## src/rtl/me_pkg.sv

```systemverilog
// me_pkg: shared widths, sequencer state encoding and result record for the
// motion-estimation frame sequencer slice.
`timescale 1ns/1ps
`default_nettype none

package me_pkg;

    localparam int SAD_WIDTH      = 16;
    localparam int CNT_WIDTH      = 12;
    localparam int MB_FIELD_WIDTH = 16;

    localparam logic [1:0] S_IDLE      = 2'd0;
    localparam logic [1:0] S_ISSUE     = 2'd1;
    localparam logic [1:0] S_WAIT_ACK  = 2'd2;
    localparam logic [1:0] S_WAIT_FALL = 2'd3;

    typedef struct packed {
        logic [MB_FIELD_WIDTH-1:0] mb;
        logic [SAD_WIDTH-1:0]      sad;
        logic [CNT_WIDTH-1:0]      mvec;
    } me_result_t;

endpackage

`default_nettype wire

```

## src/rtl/me_frame_sequencer_if.sv

```systemverilog
// me_frame_sequencer_if: search req/ack handshake toward control_unit plus the
// valid/ready result stream toward the host side.
`timescale 1ns/1ps
`default_nettype none

interface me_frame_sequencer_if #(
    parameter int SAD_WIDTH = 16,
    parameter int CNT_WIDTH = 12,
    parameter int IDX_WIDTH = 4
);
    logic                 req;
    logic                 ack;
    logic [SAD_WIDTH-1:0] min_sad;
    logic [CNT_WIDTH-1:0] min_mvec;

    logic                 res_valid;
    logic                 res_ready;
    logic [IDX_WIDTH-1:0] res_mb;
    logic [SAD_WIDTH-1:0] res_sad;
    logic [CNT_WIDTH-1:0] res_mvec;

    modport master (
        output req,
        input  ack, min_sad, min_mvec,
        output res_valid, res_mb, res_sad, res_mvec,
        input  res_ready
    );

    modport slave (
        input  req,
        output ack, min_sad, min_mvec,
        input  res_valid, res_mb, res_sad, res_mvec,
        output res_ready
    );
endinterface

`default_nettype wire

```

## src/rtl/me_frame_sequencer_result_fifo.sv

```systemverilog
// me_result_fifo: first-word-fall-through FIFO with occupancy count; the head
// entry is visible on the cycle after it is written.
`timescale 1ns/1ps
`default_nettype none

module me_result_fifo #(
    parameter int WIDTH = 40,
    parameter int DEPTH = 4
) (
    input  logic                     clk,
    input  logic                     rst,
    input  logic                     push,
    input  logic [WIDTH-1:0]         push_data,
    input  logic                     pop,
    output logic                     valid,
    output logic [WIDTH-1:0]         head,
    output logic [$clog2(DEPTH):0]   count
);
    localparam int                   PTR_WIDTH = $clog2(DEPTH);
    localparam logic [PTR_WIDTH:0]   FULL      = (PTR_WIDTH+1)'(DEPTH);

    logic [WIDTH-1:0]     mem [DEPTH];
    logic [PTR_WIDTH-1:0] wr_ptr;
    logic [PTR_WIDTH-1:0] rd_ptr;
    logic                 do_push;
    logic                 do_pop;

    assign do_pop  = pop && (count != '0);
    assign do_push = push && ((count != FULL) || do_pop);

    // Power-of-two depth lets the pointers wrap by plain overflow.
    always_ff @(posedge clk or posedge rst) begin
        if (rst) begin
            wr_ptr <= '0;
            rd_ptr <= '0;
            count  <= '0;
            for (int i = 0; i < DEPTH; i++) begin
                mem[i] <= '0;
            end
        end else begin
            if (do_push) begin
                mem[wr_ptr] <= push_data;
                wr_ptr      <= wr_ptr + 1'b1;
            end
            if (do_pop) begin
                rd_ptr <= rd_ptr + 1'b1;
            end
            case ({do_push, do_pop})
                2'b10:   count <= count + 1'b1;
                2'b01:   count <= count - 1'b1;
                default: count <= count;
            endcase
        end
    end

    assign valid = (count != '0);
    assign head  = mem[rd_ptr];

endmodule

`default_nettype wire

```

## src/rtl/me_frame_sequencer.sv

```systemverilog
// me_frame_sequencer: walks a frame's macroblocks, issues one search per block
// and queues {mb, sad, mvec}. Optional ME_SEQ_FRAME_SAD_EN adds a frame SAD total.
`timescale 1ns/1ps
`default_nettype none

module me_frame_sequencer
    import me_pkg::*;
#(
    parameter int SAD_WIDTH  = me_pkg::SAD_WIDTH,
    parameter int CNT_WIDTH  = me_pkg::CNT_WIDTH,
    parameter int MB_COUNT   = 16,
    parameter int FIFO_DEPTH = 4,
    parameter int IDX_WIDTH  = (MB_COUNT > 1) ? $clog2(MB_COUNT) : 1
) (
    input  logic                 clk,
    input  logic                 rst,
    input  logic                 start,
    output logic                 busy,
    output logic                 frame_done,
`ifdef ME_SEQ_FRAME_SAD_EN
    output logic [SAD_WIDTH+IDX_WIDTH-1:0] frame_sad,
`endif
    output logic [IDX_WIDTH-1:0] mb_idx,
    me_frame_sequencer_if.master bus
);
    localparam int                   RES_WIDTH  = IDX_WIDTH + SAD_WIDTH + CNT_WIDTH;
    localparam int                   FCNT_WIDTH = $clog2(FIFO_DEPTH) + 1;
    localparam logic [IDX_WIDTH-1:0] LAST_IDX   = IDX_WIDTH'(MB_COUNT - 1);
    localparam logic [FCNT_WIDTH-1:0] FIFO_FULL = FCNT_WIDTH'(FIFO_DEPTH);

    logic [1:0]            state;
    logic [1:0]            state_nxt;
    logic                  req_r;
    logic                  push;
    logic                  last_fall;
    logic [FCNT_WIDTH-1:0] fifo_count;
    logic [RES_WIDTH-1:0]  head;

    assign push      = (state == S_WAIT_ACK) && bus.ack;
    assign last_fall = (state == S_WAIT_FALL) && !bus.ack && (mb_idx == LAST_IDX);

    always_comb begin
        state_nxt = state;
        case (state)
            S_IDLE:      if (start)                   state_nxt = S_ISSUE;
            S_ISSUE:     if (fifo_count < FIFO_FULL)  state_nxt = S_WAIT_ACK;
            S_WAIT_ACK:  if (bus.ack)                 state_nxt = S_WAIT_FALL;
            S_WAIT_FALL: if (!bus.ack)                state_nxt = last_fall ? S_IDLE : S_ISSUE;
            default:                                  state_nxt = S_IDLE;
        endcase
    end

    always_ff @(posedge clk or posedge rst) begin
        if (rst) begin
            state      <= S_IDLE;
            req_r      <= 1'b0;
            frame_done <= 1'b0;
            mb_idx     <= '0;
        end else begin
            state      <= state_nxt;
            req_r      <= (state_nxt == S_WAIT_ACK);
            frame_done <= last_fall;
            if (state == S_IDLE && start) begin
                mb_idx <= '0;
            end else if (state == S_WAIT_FALL && !bus.ack && !last_fall) begin
                mb_idx <= mb_idx + 1'b1;
            end
        end
    end

    assign busy    = (state != S_IDLE);
    assign bus.req = req_r;

`ifdef ME_SEQ_FRAME_SAD_EN
    always_ff @(posedge clk or posedge rst) begin
        if (rst) begin
            frame_sad <= '0;
        end else if (state == S_IDLE && start) begin
            frame_sad <= '0;
        end else if (push) begin
            frame_sad <= frame_sad + (SAD_WIDTH+IDX_WIDTH)'(bus.min_sad);
        end
    end
`endif

    me_result_fifo #(
        .WIDTH (RES_WIDTH),
        .DEPTH (FIFO_DEPTH)
    ) u_fifo (
        .clk       (clk),
        .rst       (rst),
        .push      (push),
        .push_data ({mb_idx, bus.min_sad, bus.min_mvec}),
        .pop       (bus.res_ready),
        .valid     (bus.res_valid),
        .head      (head),
        .count     (fifo_count)
    );

    assign {bus.res_mb, bus.res_sad, bus.res_mvec} = head;

endmodule

`default_nettype wire
```

## src/flat_wrapper.sv

```systemverilog
// flat-port wrapper written by rule: the top's interface ports become plain ports
module me_frame_sequencer_flat import me_pkg::*;
#(
    parameter int SAD_WIDTH  = me_pkg::SAD_WIDTH,
    parameter int CNT_WIDTH  = me_pkg::CNT_WIDTH,
    parameter int MB_COUNT   = 16,
    parameter int FIFO_DEPTH = 4,
    parameter int IDX_WIDTH  = (MB_COUNT > 1) ? $clog2(MB_COUNT) : 1
)
  (clk, rst, start, busy, frame_done, mb_idx, bus_req, bus_ack, bus_min_sad, bus_min_mvec, bus_res_valid, bus_res_mb, bus_res_sad, bus_res_mvec, bus_res_ready);
  me_frame_sequencer_if #(.SAD_WIDTH(SAD_WIDTH), .CNT_WIDTH(CNT_WIDTH), .IDX_WIDTH(IDX_WIDTH)) bus_i ();
  input  logic clk;
  input  logic rst;
  input  logic start;
  output logic busy;
  output logic frame_done;
  output logic [IDX_WIDTH-1:0] mb_idx;
  output wire logic [$bits(bus_i.req)-1:0] bus_req;
  input wire logic [$bits(bus_i.ack)-1:0] bus_ack;
  input wire logic [$bits(bus_i.min_sad)-1:0] bus_min_sad;
  input wire logic [$bits(bus_i.min_mvec)-1:0] bus_min_mvec;
  output wire logic [$bits(bus_i.res_valid)-1:0] bus_res_valid;
  output wire logic [$bits(bus_i.res_mb)-1:0] bus_res_mb;
  output wire logic [$bits(bus_i.res_sad)-1:0] bus_res_sad;
  output wire logic [$bits(bus_i.res_mvec)-1:0] bus_res_mvec;
  input wire logic [$bits(bus_i.res_ready)-1:0] bus_res_ready;
  assign bus_req = bus_i.req;
  assign bus_i.ack = bus_ack;
  assign bus_i.min_sad = bus_min_sad;
  assign bus_i.min_mvec = bus_min_mvec;
  assign bus_res_valid = bus_i.res_valid;
  assign bus_res_mb = bus_i.res_mb;
  assign bus_res_sad = bus_i.res_sad;
  assign bus_res_mvec = bus_i.res_mvec;
  assign bus_i.res_ready = bus_res_ready;
  me_frame_sequencer #(.SAD_WIDTH(SAD_WIDTH), .CNT_WIDTH(CNT_WIDTH), .MB_COUNT(MB_COUNT), .FIFO_DEPTH(FIFO_DEPTH), .IDX_WIDTH(IDX_WIDTH)) u_core (.clk(clk), .rst(rst), .start(start), .busy(busy), .frame_done(frame_done), .mb_idx(mb_idx), .bus(bus_i));
endmodule
```

## config.mk

```make
export PLATFORM = sky130hd
export DESIGN_NAME = me_frame_sequencer_flat
export DESIGN_NICKNAME = d
export VERILOG_FILES = /design/src/rtl/me_pkg.sv /design/src/rtl/me_frame_sequencer_if.sv /design/src/rtl/me_frame_sequencer_result_fifo.sv /design/src/rtl/me_frame_sequencer.sv /design/src/flat_wrapper.sv
export SDC_FILE = /design/constraint.sdc
export NUM_CORES = 1
export LEC_CHECK = 0
export CAP_MARGIN = 10
export CORE_MARGIN = 2
export CORE_UTILIZATION = 40
export CTS_CLUSTER_DIAMETER = 150
export DETAILED_ROUTE_END_ITERATION = 16
export SKIP_CTS_REPAIR_TIMING = 1
export SYNTH_ARGS = -nofsm -noshare
export SYNTH_HDL_FRONTEND = slang
export SYNTH_SLANG_ARGS = --single-unit
```

## constraint.sdc

```tcl
create_clock -name clk -period 6.95 [get_ports clk]
set_clock_uncertainty 0.15 [all_clocks]
set_input_delay 1.39 -clock clk [delete_from_list [all_inputs] [get_ports clk]]
set_output_delay 1.39 -clock clk [all_outputs]
set_load 0.05 [all_outputs]
```

Word level (Yosys, flattened, before mapping)
Cells that the tools add are included.
Widths: inputs -> output; s select.

word-level totals
  register bits = 143
  latch bits = 0
  memory bits (writable) = 0
  memory bits (read-only) = 0
  input port bits = 33
  output and inout bits = 40
  logic and storage cells = 61
  memories = 0

operators by class
  $add $sub $neg = 5
  multipliers = 0
  div/mod/pow operators = 0
  order comparisons = 4
  equality and inequality tests = 8
  shift operators = 0
  muxes and demuxes = 15
  bitwise logic cells = 2
  reduce and logical (&&, ||, !) cells = 16

operator list
  operator             count
  $bwmux 128           1
  $mux 32              3
  $bmux 32 s2          1
  $demux 32 s2         1
  $eq 2x2->1 const B   4
  $logic_and 1x1->1    8
  $mux 2               4
  $mux 4               2
  $pmux 2 s4           1
  $ge 3x3->1 const B   2
  $not 2->3            2
  $pmux 3 s2           1
  $reduce_bool 2->1    3
  $add 2x1->2 const B  2
  $add 4x1->4 const B  1
  $eq 2x1->1 const B   2
  $eq 4x4->1 const B   1
  $add 3x1->3 const B  1
  $lt 3x1->1 const B   1
  $lt 3x3->1 const B   1
  $ne 3x3->1 const B   1
  $reduce_bool 3->1    1
  $sub 3x1->3 const B  1
  $logic_not 1->1      2
  other kinds (3)      3

Logic depth before layout (Yosys ltp)
  depth after elaboration = 7
  gate-level depth with buffers = 8
  depth with buffers taken out = 8

Modules after synthesis
A second synthesis with hierarchy kept.

unflattened totals
  cells, all modules = 388
  area, all modules = 6388.6 sq um

by module, submodules not included
  module              times used  cells an instance  area an instance (sq um)  seq. area each (sq um)
  me_result_fifo      1           349                5972.0                    3378.2
  me_frame_sequencer  1           39                 416.6                     200.2

Least setup slack after synthesis
Ideal clock, no wire load.

  path kind = in2reg
  from = input port bus_res_ready
  to = register u_core.u_fifo.count[2]
  library setup time = 79 ps
  data arrival time = 3126 ps
  required time = 6721 ps
  setup slack = 3595 ps
  stages on the path = 8
  path buffers = 0
  path through = nor4b_4 > or3b_2 > ha_1 > inv_1 > fa_1 > xor2_1 > nor2_1 > xor2_1

between the ends
  word-level cells in the longest chain between the ends = 5
  elaborated cells on any way between the ends = 7
  classes of those cells = eq/ne: 2; mux: 1; reduce/logical: 4

ends and longest elaborated chain
  element                                          line                                  source
  start: declaration                               flat_wrapper.sv:26                    input wire logic [$bits(bus_i.res_ready)-1:0] bus_res_ready;
  $logic_and 1x1->1 (*)                            me_frame_sequencer_result_fifo.sv:28  assign do_pop = pop && (count != '0);
  $logic_or 1x1->1                                 me_frame_sequencer_result_fifo.sv:29  assign do_push = push && ((count != FULL) || do_pop);
  $logic_and 1x1->1                                me_frame_sequencer_result_fifo.sv:29
  $eq 2x1->1 or $eq 2x2->1 (tied branches)         me_frame_sequencer_result_fifo.sv:48  case ({do_push, do_pop})
  $pmux 3 s2 or $reduce_bool 2->1 (tied branches)  n/a
  end signal: assignment                           me_frame_sequencer_result_fifo.sv:49  2'b10: count <= count + 1'b1;
  end signal: assignment                           me_frame_sequencer_result_fifo.sv:50  2'b01: count <= count - 1'b1;
  end signal: assignment                           me_frame_sequencer_result_fifo.sv:51  default: count <= count;
  end: declaration                                 me_frame_sequencer_result_fifo.sv:17  output logic [$clog2(DEPTH):0] count

Mark *: on every way between the ends. The rest lies on a longest branch, timed or not.
A chain may end at the register's enable or synchronous reset.

Final worst setup path
  from = register u_core.u_fifo.rd_ptr[0]
  to = output port bus_res_mb[2]

between the ends
  word-level cells in the longest chain between the ends = 4

ends and longest elaborated chain
  element                                      line                                  source
  start: declaration                           me_frame_sequencer_result_fifo.sv:24  logic [PTR_WIDTH-1:0] rd_ptr;
  start signal: assignment                     me_frame_sequencer_result_fifo.sv:46  rd_ptr <= rd_ptr + 1'b1;
  $not 2->3 (implied by the code)              me_frame_sequencer_result_fifo.sv:57  assign head = mem[rd_ptr];
  $bmux 32 s2                                  me_frame_sequencer_result_fifo.sv:57
  $mux 32 (implied by the code) (2 in series)  me_frame_sequencer_result_fifo.sv:57
  end: declaration                             flat_wrapper.sv:23                    output wire logic [$bits(bus_i.res_mb)-1:0] bus_res_mb;

Every way passes these cells. The select of a mux whose other input is x is not followed.

==> impl_metrics.json <==
{
  "multiInputGateArea_mm2": 0.003099,
  "ys_seq_area_share_pct": 51.98,
  "overflow": 0,
  "die_width_um": 135.2,
  "layout_min_cycle_time_ns": 4.402,
  "synth_area_leaders": "dfrtp_1 (52%), mux2_4 (26%), mux4_2 (10%), buf_6 (2.0%), mux2_2 (1.3%)",
  "die_y_um": 135.2,
  "hold_viol": 0,
  "nFillCells": 1418,
  "numPortBuffers": 72,
  "yosysWarnings": 0,
  "antenna_found_initial": 0,
  "grt_start_max_net_pins": 77,
  "grt_pass1_vias": 4068,
  "period_share_pct": 63.33,
  "synth-seq-cells": 143,
  "cts_buffers": 17,
  "syn_nets": 431,
  "ctsRootBufferMaster": "clkbuf_16",
  "min_path_type": "reg2reg",
  "cts_max_path_buffers": 2,
  "wl_per_cell_um": 19.55,
  "fmax_mhz": 227.2,
  "p_leak_nw": 3.666,
  "areaGrowthSynthToFinish_pct": 21.16,
  "first_pass_iters": 4,
  "power_density_mw_per_mm2": 540.3,
  "cp-end-kind": "primary output",
  "drt-total-wl_mm": 13.66,
  "avgViaCountPerCell": 5.132,
  "cp-startpoint": "u_core.u_fifo.rd_ptr[0]$_DFFE_PP0P_",
  "worstPathCellList": "buf_4 -> mux4_2 -> clkdlybuf4s50_1",
  "cap_violations": 0,
  "worst-path-buf-inv": 2,
  "setup_viol": 0,
  "rows": 47,
  "reg2reg_from": "u_core.u_fifo.wr_ptr[0]$_DFFE_PP0P_",
  "crit_slowest_cell": "clkdlybuf4s50_1",
  "path_delay_family": "buffers and inverters",
  "hp-start": "u_core.u_fifo.mem[30]$_DFFE_PP0P_",
  "clock_latency_ns": 0.41,
  "postSynthAreaPerCell_um2": 17.61,
  "die_area_mm2": 0.01828,
  "fin_util_pct": 49.94,
  "io_pins": 73,
  "status": "finished, final reports clean",
  "synth_cell_type_count": 39,
  "slowest_delay_ns": 0.72,
  "critPathKind": "reg2out",
  "nets": 506,
  "coreArea_mm2": 0.01670,
  "start_kind": "flip-flop",
  "grt_pass1_wl_mm": 22.56,
  "gp_congestion": 0.7158,
  "grt_usage_pct": 16.25,
  "antennaDiodeCount": 0,
  "postPlaceCellArea_mm2": 0.007756,
  "drc": 0,
  "syn_inst": 391,
  "ir_drop_mv": 0.2932,
  "start_util_pct": 41.22,
  "slew_headroom_pct": 21.80,
  "cp.arrival_ns": 2.86,
  "maxSlewViolCount": 0,
  "stdcell_area_mm2": 0.008341,
  "tightest_slew_ns": 1.169,
  "rsz0062_at_grt": "no",
  "vias": 3587,
  "cts_tree": "built",
  "ys.flop_type": "dfrtp_1",
  "drtIter0Drc": 115,
  "final_cell_mix": "dfrtp_1 (141), mux2_4 (120), clkdlybuf4s50_1 (72), mux4_2 (32), clkbuf_16 (17)",
  "clkTransAtPathRegs_ns": 0.06,
  "crit_required_ns": 5.41,
  "final_common_cell": "dfrtp_1",
  "yosys.area.top_type": "dfrtp_1",
  "async_flop_share_pct": 100.0,
  "synth_edf_count": 0,
  "setup_tns_ns": 0,
  "drive_above_1_share_pct": 43.84,
  "synthesis.area_mm2": 0.006884,
  "synth_top_area_share_pct": 51.98,
  "cts_sinks": 143,
  "route.antenna.remaining_nets": 0,
  "cts-htree-levels": 4,
  "hpwlAfterDp_mm": 8.067,
  "path_max_fanout": 25,
  "seq_area_mm2": 0.003581
}
[worst paths after layout]
| path | end | cells after the start | slack (ns) |
|---|---|---|---|
| min in group asynchronous | u_core.u_fifo.mem[39]$_DFFE_PP0P_ | 2 | 1.33 |
| setup reg to reg | u_core.u_fifo.mem[121]$_DFFE_PP0P_ | 6 | 4.17 |
| setup / recovery | bus_res_mb[2] | 3 | 2.55 |
| max in group asynchronous | u_core.u_fifo.mem[90]$_DFFE_PP0P_ | 3 | 3.99 |
| hold reg to reg | u_core.u_fifo.mem[30]$_DFFE_PP0P_ | 1 | 0.35 |
| hold / removal | u_core.u_fifo.mem[30]$_DFFE_PP0P_ | 1 | 0.35 |
[worst register-to-register path: cells and delay by family (launching register included)]
family	cells	cell delay, ns
simple gates	2	0.98
buf+inv	2	0.62
flops	1	0.42
mux	1	0.35
fa+ha+maj	1	0.14
[through the flow]
stage,setup WS (ns),total power [mW],hold WS (ns),cells
global route,2.375,4.734,0.3711,699
CTS,2.478,4.557,0.3564,699
global placement,2.755,3.595,0.3349,667
floorplan,1.572,3.069,0.3252,391
finish,2.548,4.506,0.3525,699
detailed placement,2.696,3.630,0.3379,667
[Yosys cell counts, types with 4 or more instances]
| cell type | instances |
|---|---|
| dfrtp_1 | 143 |
| mux2_4 | 120 |
| mux4_2 | 32 |
| buf_6 | 12 |
| inv_1 | 8 |
| mux2_2 | 8 |
| clkbuf_1 | 6 |
| ha_1 | 6 |
| a21oi_1 | 5 |
| nand2_1 | 5 |
| nor3_4 | 4 |
| o21ai_0 | 4 |
[cell type report]
| class | count | share of cell area (%) |
|---|---|---|
| Sequential cell | 143 | 42.93 |
| Tap cell | 220 | 3.300 |
| Multi-Input combinational cell | 218 | 37.16 |
| Inverter | 8 | 0.4200 |
| Clock inverter | 11 | 1.365 |
| Timing Repair Buffer | 78 | 9.181 |
| Clock buffer | 21 | 5.641 |
[flip-flops by register name (all words and copies together), names as in the netlist]
name,flops
u_core.u_fifo.wr_ptr,2
u_core.bus.req,1
u_core.u_fifo.mem,128
u_core.mb_idx,4
u_core.u_fifo.count,3
u_core.u_fifo.rd_ptr,2
u_core.frame_done,1
u_core.state,2
[layer usage]
layer | GRT usage (%) | vias to the layer above | routed length [um]
met1 | 22.87 | 1925 | 6529
met3 | 4.340 | 8 | 427
met2 | 25.32 | 63 | 6592
met5 | 0 | - | 0
li1 | - | 1591 | -
met4 | 3.993 | 0 | 114
[power by group]
| group | internal [mW] | total [mW] | switching, mW |
|---|---|---|---|
| clock network | 0.553 | 0.895 | 0.342 |
| logic | 1.08 | 2.11 | 1.03 |
| registers | 1.20 | 1.50 | 0.300 |
[kinds of logic after synthesis]
| kind of cell | Yosys count | share of synthesized area [%] |
|---|---|---|
| fa+ha+maj | 7 | 1.381 |
| compound gates | 14 | 1.236 |
| xor+xnor | 6 | 0.7635 |
| buf+inv | 30 | 2.999 |
| simple gates | 29 | 3.381 |
| flops | 143 | 51.98 |
| mux | 162 | 38.26 |
(Power assumes the default switching activity.)
